[src/rtl/mem_responder.sv]
// mem_responder: word-array memory responder for the 16-bit multi-cycle CPU.
// It accepts one read or write at a time, with separate configurable read and
// write latencies, and signals completion through a one-cycle ready pulse.
// Misaligned or ambiguous requests (both memread and memwrite high) are
// rejected. A rejected request completes after one cycle with error raised and
// has no effect on the array or on readdata.
module mem_responder #(
    parameter int ADDR_WIDTH    = 8,
    parameter int READ_LATENCY  = 2,
    parameter int WRITE_LATENCY = 1
) (
    input  logic        clk,
    input  logic        rst_n,
    input  logic        memread,
    input  logic        memwrite,
    input  logic [15:0] address,
    input  logic [15:0] writedata,
    output logic [15:0] readdata,
    output logic        ready,
    output logic        busy,
    output logic        error
);

    localparam int DEPTH = 2 ** ADDR_WIDTH;

    // The counter holds the number of edges still to wait before entering RESP.
    localparam logic [3:0] RD_LOAD = 4'(READ_LATENCY - 1);
    localparam logic [3:0] WR_LOAD = 4'(WRITE_LATENCY - 1);

    typedef enum logic [1:0] {
        S_IDLE,
        S_WAIT,
        S_RESP
    } state_t;

    state_t                r_state;
    logic [3:0]            r_cnt;
    logic                  r_op_wr;
    logic [ADDR_WIDTH-1:0] r_idx;
    logic [15:0]           r_wdata;
    logic [15:0]           r_mem [DEPTH];
    logic [15:0]           r_readdata;
    logic                  r_ready;
    logic                  r_busy;
    logic                  r_error;

    logic                  w_req;
    logic                  w_reject;
    logic                  w_accept;
    logic [ADDR_WIDTH-1:0] w_acc_idx;
    logic [3:0]            w_acc_load;
    logic                  w_done_fast;
    logic                  w_wait_done;
    logic                  w_done;
    logic                  w_done_wr;
    logic [ADDR_WIDTH-1:0] w_done_idx;
    logic [15:0]           w_done_wdata;
    logic                  w_mem_we;
    logic                  w_unused_addr_bits;

    // Address bits above the word index alias onto the array.
    assign w_unused_addr_bits = ^address[15:ADDR_WIDTH+1];

    assign w_req      = memread | memwrite;
    assign w_reject   = (memread & memwrite) | address[0];
    assign w_accept   = rst_n & (r_state == S_IDLE) & w_req;
    assign w_acc_idx  = address[ADDR_WIDTH:1];
    assign w_acc_load = memwrite ? WR_LOAD : RD_LOAD;

    // A legal access completes either on its accept edge (latency 1) or on the
    // last WAIT edge. On the accept edge the live inputs are used directly
    // because the latch registers are only being loaded on that same edge.
    assign w_done_fast  = w_accept & ~w_reject & (w_acc_load == 4'd0);
    assign w_wait_done  = (r_state == S_WAIT) & (r_cnt == 4'd1);
    assign w_done       = w_done_fast | w_wait_done;
    assign w_done_wr    = w_wait_done ? r_op_wr : memwrite;
    assign w_done_idx   = w_wait_done ? r_idx   : w_acc_idx;
    assign w_done_wdata = w_wait_done ? r_wdata : writedata;
    assign w_mem_we     = w_done & w_done_wr;

    // Capture the request at acceptance so later input changes are ignored.
    always_ff @(posedge clk) begin
        if (w_accept) begin
            r_op_wr <= memwrite;
            r_idx   <= w_acc_idx;
            r_wdata <= writedata;
        end
    end

    // Array write on the edge that enters RESP; contents survive reset.
    always_ff @(posedge clk) begin
        if (w_mem_we) begin
            r_mem[w_done_idx] <= w_done_wdata;
        end
    end

    // Control FSM with registered ready/busy/error/readdata outputs.
    always_ff @(posedge clk or negedge rst_n) begin
        if (!rst_n) begin
            r_state    <= S_IDLE;
            r_cnt      <= 4'd0;
            r_readdata <= 16'd0;
            r_ready    <= 1'b0;
            r_busy     <= 1'b0;
            r_error    <= 1'b0;
        end else begin
            case (r_state)
                S_IDLE: begin
                    r_ready <= 1'b0;
                    r_error <= 1'b0;
                    if (w_accept) begin
                        r_busy <= 1'b1;
                        if (w_reject || (w_acc_load == 4'd0)) begin
                            r_state <= S_RESP;
                            r_cnt   <= 4'd0;
                            r_ready <= 1'b1;
                            r_error <= w_reject;
                        end else begin
                            r_state <= S_WAIT;
                            r_cnt   <= w_acc_load;
                        end
                    end
                end
                S_WAIT: begin
                    if (r_cnt == 4'd1) begin
                        r_state <= S_RESP;
                        r_cnt   <= 4'd0;
                        r_ready <= 1'b1;
                    end else begin
                        r_cnt <= r_cnt - 4'd1;
                    end
                end
                S_RESP: begin
                    r_state <= S_IDLE;
                    r_ready <= 1'b0;
                    r_error <= 1'b0;
                    r_busy  <= 1'b0;
                end
                default: begin
                    r_state <= S_IDLE;
                    r_cnt   <= 4'd0;
                    r_ready <= 1'b0;
                    r_error <= 1'b0;
                    r_busy  <= 1'b0;
                end
            endcase

            if (w_done && !w_done_wr) begin
                r_readdata <= r_mem[w_done_idx];
            end
        end
    end

    assign readdata = r_readdata;
    assign ready    = r_ready;
    assign busy     = r_busy;
    assign error    = r_error;

endmodule

[config.mk]
export PLATFORM = sky130hd
export DESIGN_NAME = mem_responder
export DESIGN_NICKNAME = d
export VERILOG_FILES = /design/src/rtl/mem_responder.sv
export SDC_FILE = /design/constraint.sdc
export NUM_CORES = 2
export LEC_CHECK = 0
export CAP_MARGIN = 10
export CORE_ASPECT_RATIO = 1.4
export CORE_MARGIN = 5
export CORE_UTILIZATION = 30
export CTS_CLUSTER_SIZE = 24
export DETAILED_ROUTE_END_ITERATION = 7
export PLACE_DENSITY_LB_ADDON = 0.05
export SLEW_MARGIN = 0
export SYNTH_ARGS = -nofsm -noshare
export SYNTH_HDL_FRONTEND = slang
export SYNTH_SLANG_ARGS = --single-unit
[constraint.sdc]
create_clock -name clk -period 6.3 [get_ports clk]
set_input_delay 0.63 -clock clk [delete_from_list [all_inputs] [get_ports clk]]
set_output_delay 0.63 -clock clk [all_outputs]
set_load 0.05 [all_outputs]
==> impl_results.md <==
- Status: finished clean
- WL per Instance: 39.1 µm
- Worst Path Arrival: 6760 ps
- Seq/Total Area, Yosys: 62.9%
- Count of unique library cells instantiated by Yosys: 51
- Required time worst endpoint: 7110 ps
- Final standard cell count with taps included and fillers excluded: 20400
- CTS Root Cell: clkbuf_16
- Footprint of the multi-input gates: 0.0696 mm²
- Clock buffers created by TritonCTS: 456
- CTS max path bufs: 4
- Total of buffers placed on input and output ports: 47
- Top Ports: 55
- Maximum clock skew at final layout: 56.4 ps
- Post-CTS setup buffer count: 0
- Slew at the pin with the worst max-slew slack: 1420 ps
- Layout cell share with drive strength beyond 1: 34.3%
- LEAKAGE: 69.3 nW
- Reg area: 0.124 mm²
- Final net count: 11300
- Mapped Avg Cell Area: 18.0 µm²
- Highest attainable clock frequency: 168 MHz
- Max IR drop VDD: 250 µV
- CTS clock-pin slew for the worst setup and hold paths: 60 ps
- Max Slew Vio Count: 0
- Count of cells along the worst register-to-register path: 13
- Largest net degree at the start of global routing: 125
- Type of the most critical hold path: in -> async
- Count of final hold-check violations: 0
- Synthesized cell area: 0.198 mm²
- Period Utilization, post-route: 94.5%
- Flop2flop setup slack: 350 ps
- Top_reg_cell synth: edfxtp_1
- Final setup violation count: 0
- HPWL after detailed placement: 479 mm
- Syn_nets: 11000
- Die Outline Area: 0.676 mm²
- Detail Route Antenna Nets: 0
- Residual DRC: 0
- Rel. slew slack: 5.13%
- Number of instances resized during post-cts repair: 0
- Number of global-route vias before repair: 126000
- Synth async-reset ratio: 0.603%
- Most frequent cells in the layout: edfxtp_1 (4121), mux4_2 (2048), a22oi_1 (864), o21ai_0 (859), nand3_1 (857)
- Most frequent standard cell in the layout excluding fill and tap cells: edfxtp_1
- Final weighted congestion in routability-driven placement: 0.796
- Starting Density: 30.0%
- Filler instances: 61800
- Vias: 119000
- Combinational fraction of design power: 22.8%
- Total number of yosys warnings: 0
- Switching power share of the total: 32.3%
- GRT Overall Usage: 23.0%
- Proportion of power drawn by the clock network: 35.7%
- Number of H-tree branching levels: 5
- First-pass GRT wire length: 1090 mm
- Internal power: 51.6 mW
- Seq cells post-synth: 4146
- Area added between synthesis and finish: 16.0%
- Pre-antenna DRT Iters: 6
- Final instance area: 0.229 mm²
- Clock sink count: 4146
- Areal power density over the cells: 332 mW/mm²
- Placed cell count: 19500
- Clk_lat worst skew: 1020 ps
- Final total negative setup slack: 0 ps
- Critical path capture point type: flop
- Total overflow reported by the global router: 0
- Endpoint of the worst-slack reg-to-reg timing path: readdata[12]
- TritonCTS clock tree: yes
- Post-layout util: 34.8%
- Count of flip-flops with a built-in enable after synthesis: 4121
- MaxCap Viol Count: 0
- Initial antenna violation count: 57
- Rows: 353
- Sequential fraction of design power: 41.5%
- Critical register-to-register path startpoint: r_cnt[1]
- Width of the chip: 696 µm
- Post-synthesis cell count: 11000
- Crit Path Class: reg -> reg
- Crit path time final: 5950 ps
- Iteration-0 DRC count of the detailed router: 11400
- Psw: 24.6 mW
- Vias per inst: 5.84
- Hold Slack: 101 ps
- Detailed-route wire length: 796 mm
- Placed instance area: 0.215 mm²
- Area of the core: 0.659 mm²
- CP Launch Type: flop
- Maximum fanout encountered on the critical timing path: 21
- Number of hold-repair buffers added at the cts stage: 0
- RSZ-0062 raised after global routing: false
- Die Span Y: 971 µm
[synth_stat cells (20+ instances only)]
library cell  instances  area share [%]
o21a_1               20           0.076
clkbuf_1            664             1.3
nand2_1             146            0.28
nor3_1               36           0.091
o2111ai_1            47            0.21
nor2_1              250            0.47
dfrtp_1              25            0.32
edfxtp_1           4121              63
buf_1               104            0.20
nand3_1             869             2.2
a22oi_1             864             3.3
mux4_2             2048              23
mux2_2               95            0.54
o41ai_1             170            0.75
o21ai_0             860             2.2
mux2i_1              80            0.40
a2111oi_0            47            0.21
buf_2               362            0.92
[metal layers]
metal	global-route usage, %	vias to the layer above	part of all wire, %
li1	-	48100	-
met1	29.6	66200	40
met2	40.6	3970	51
met3	2.83	833	5.1
met4	6.79	18	3.4
met5	0	-	0.015
[logic make-up (layout without fill, tap and decap cells)]
logic type | count (synthesis) | in the layout | synth area share (%)
flops | 4146 | 4146 | 62.9
mux | 2223 | 2223 | 24.3
compound gates | 2131 | 2131 | 7.23
simple gates | 1330 | 1330 | 3.14
buf+inv | 1152 | 1837 | 2.45
fa+ha+maj | 2 | 2 | 0.0127
other cells | 0 | 15 | 0
[registers in the layout (all words and copies together) (netlist names)]
| signal | count |
|---|---|
| r_idx | 8 |
| error | 1 |
| r_mem | 4096 |
| readdata | 16 |
| busy | 1 |
| r_state | 2 |
| r_cnt | 4 |
| r_wdata | 16 |
| ready | 1 |
| r_op_wr | 1 |
[power groups by stage]
stage	clock, mW	sequential [mW]	combinational, mW
global placement	0	32.2	17.5
global route	29.0	31.6	18.0
detailed placement	0	32.2	17.6
finish	27.2	31.6	17.4
floorplan	0	32.7	8.49
CTS	28.0	31.6	17.7
[through the flow]
| step | worst slack (ps) | total power [mW] |
|---|---|---|
| 2_1_floorplan | 150 | 41.1 |
| 3_3_place_gp | 203 | 49.7 |
| 3_5_place_dp | 214 | 49.8 |
| 4_1_cts | 212 | 77.2 |
| 5_1_grt | 215 | 78.6 |
| 6_report | 348 | 76.2 |
[final cells by class]
cell class / instances / share of cell area (%)
Sequential cell: 4146 / 54.2
Multi-Input combinational cell: 5686 / 30.3
Clock buffer: 559 / 5.19
Tap cell: 8697 / 4.74
Timing Repair Buffer: 980 / 4.23
Clock inverter: 290 / 1.26
Antenna cell: 15 / 0.0164
Inverter: 8 / 0.0131
[worst max-delay path, cell delays in order, from the launching register on]
cell       delay, ps
dfrtp_1          370
inv_1             90
ha_1             190
or3b_4           740
or4_4            550
nand2_2          710
buf_4            480
a2111oi_1        720
buf_4            260
o2111ai_1        260
buf_4            290
a22oi_1          710
buf_4            230
a41oi_1          110
[how the worst max path moves through the flow]
stage / startpoint / end / slack [ps] / depth (start not counted)
after CTS: r_cnt[1] / readdata[12] / 210 / 13
after floorplan: r_cnt[0] / r_mem[0][10] / 150 / 11
after detailed placement: r_cnt[1] / readdata[12] / 210 / 13
after global placement: r_cnt[1] / readdata[12] / 200 / 13
final: r_cnt[1] / readdata[12] / 350 / 13
after global routing: r_cnt[1] / readdata[12] / 220 / 13
No activity file was read; power rests on OpenSTA's default activity.
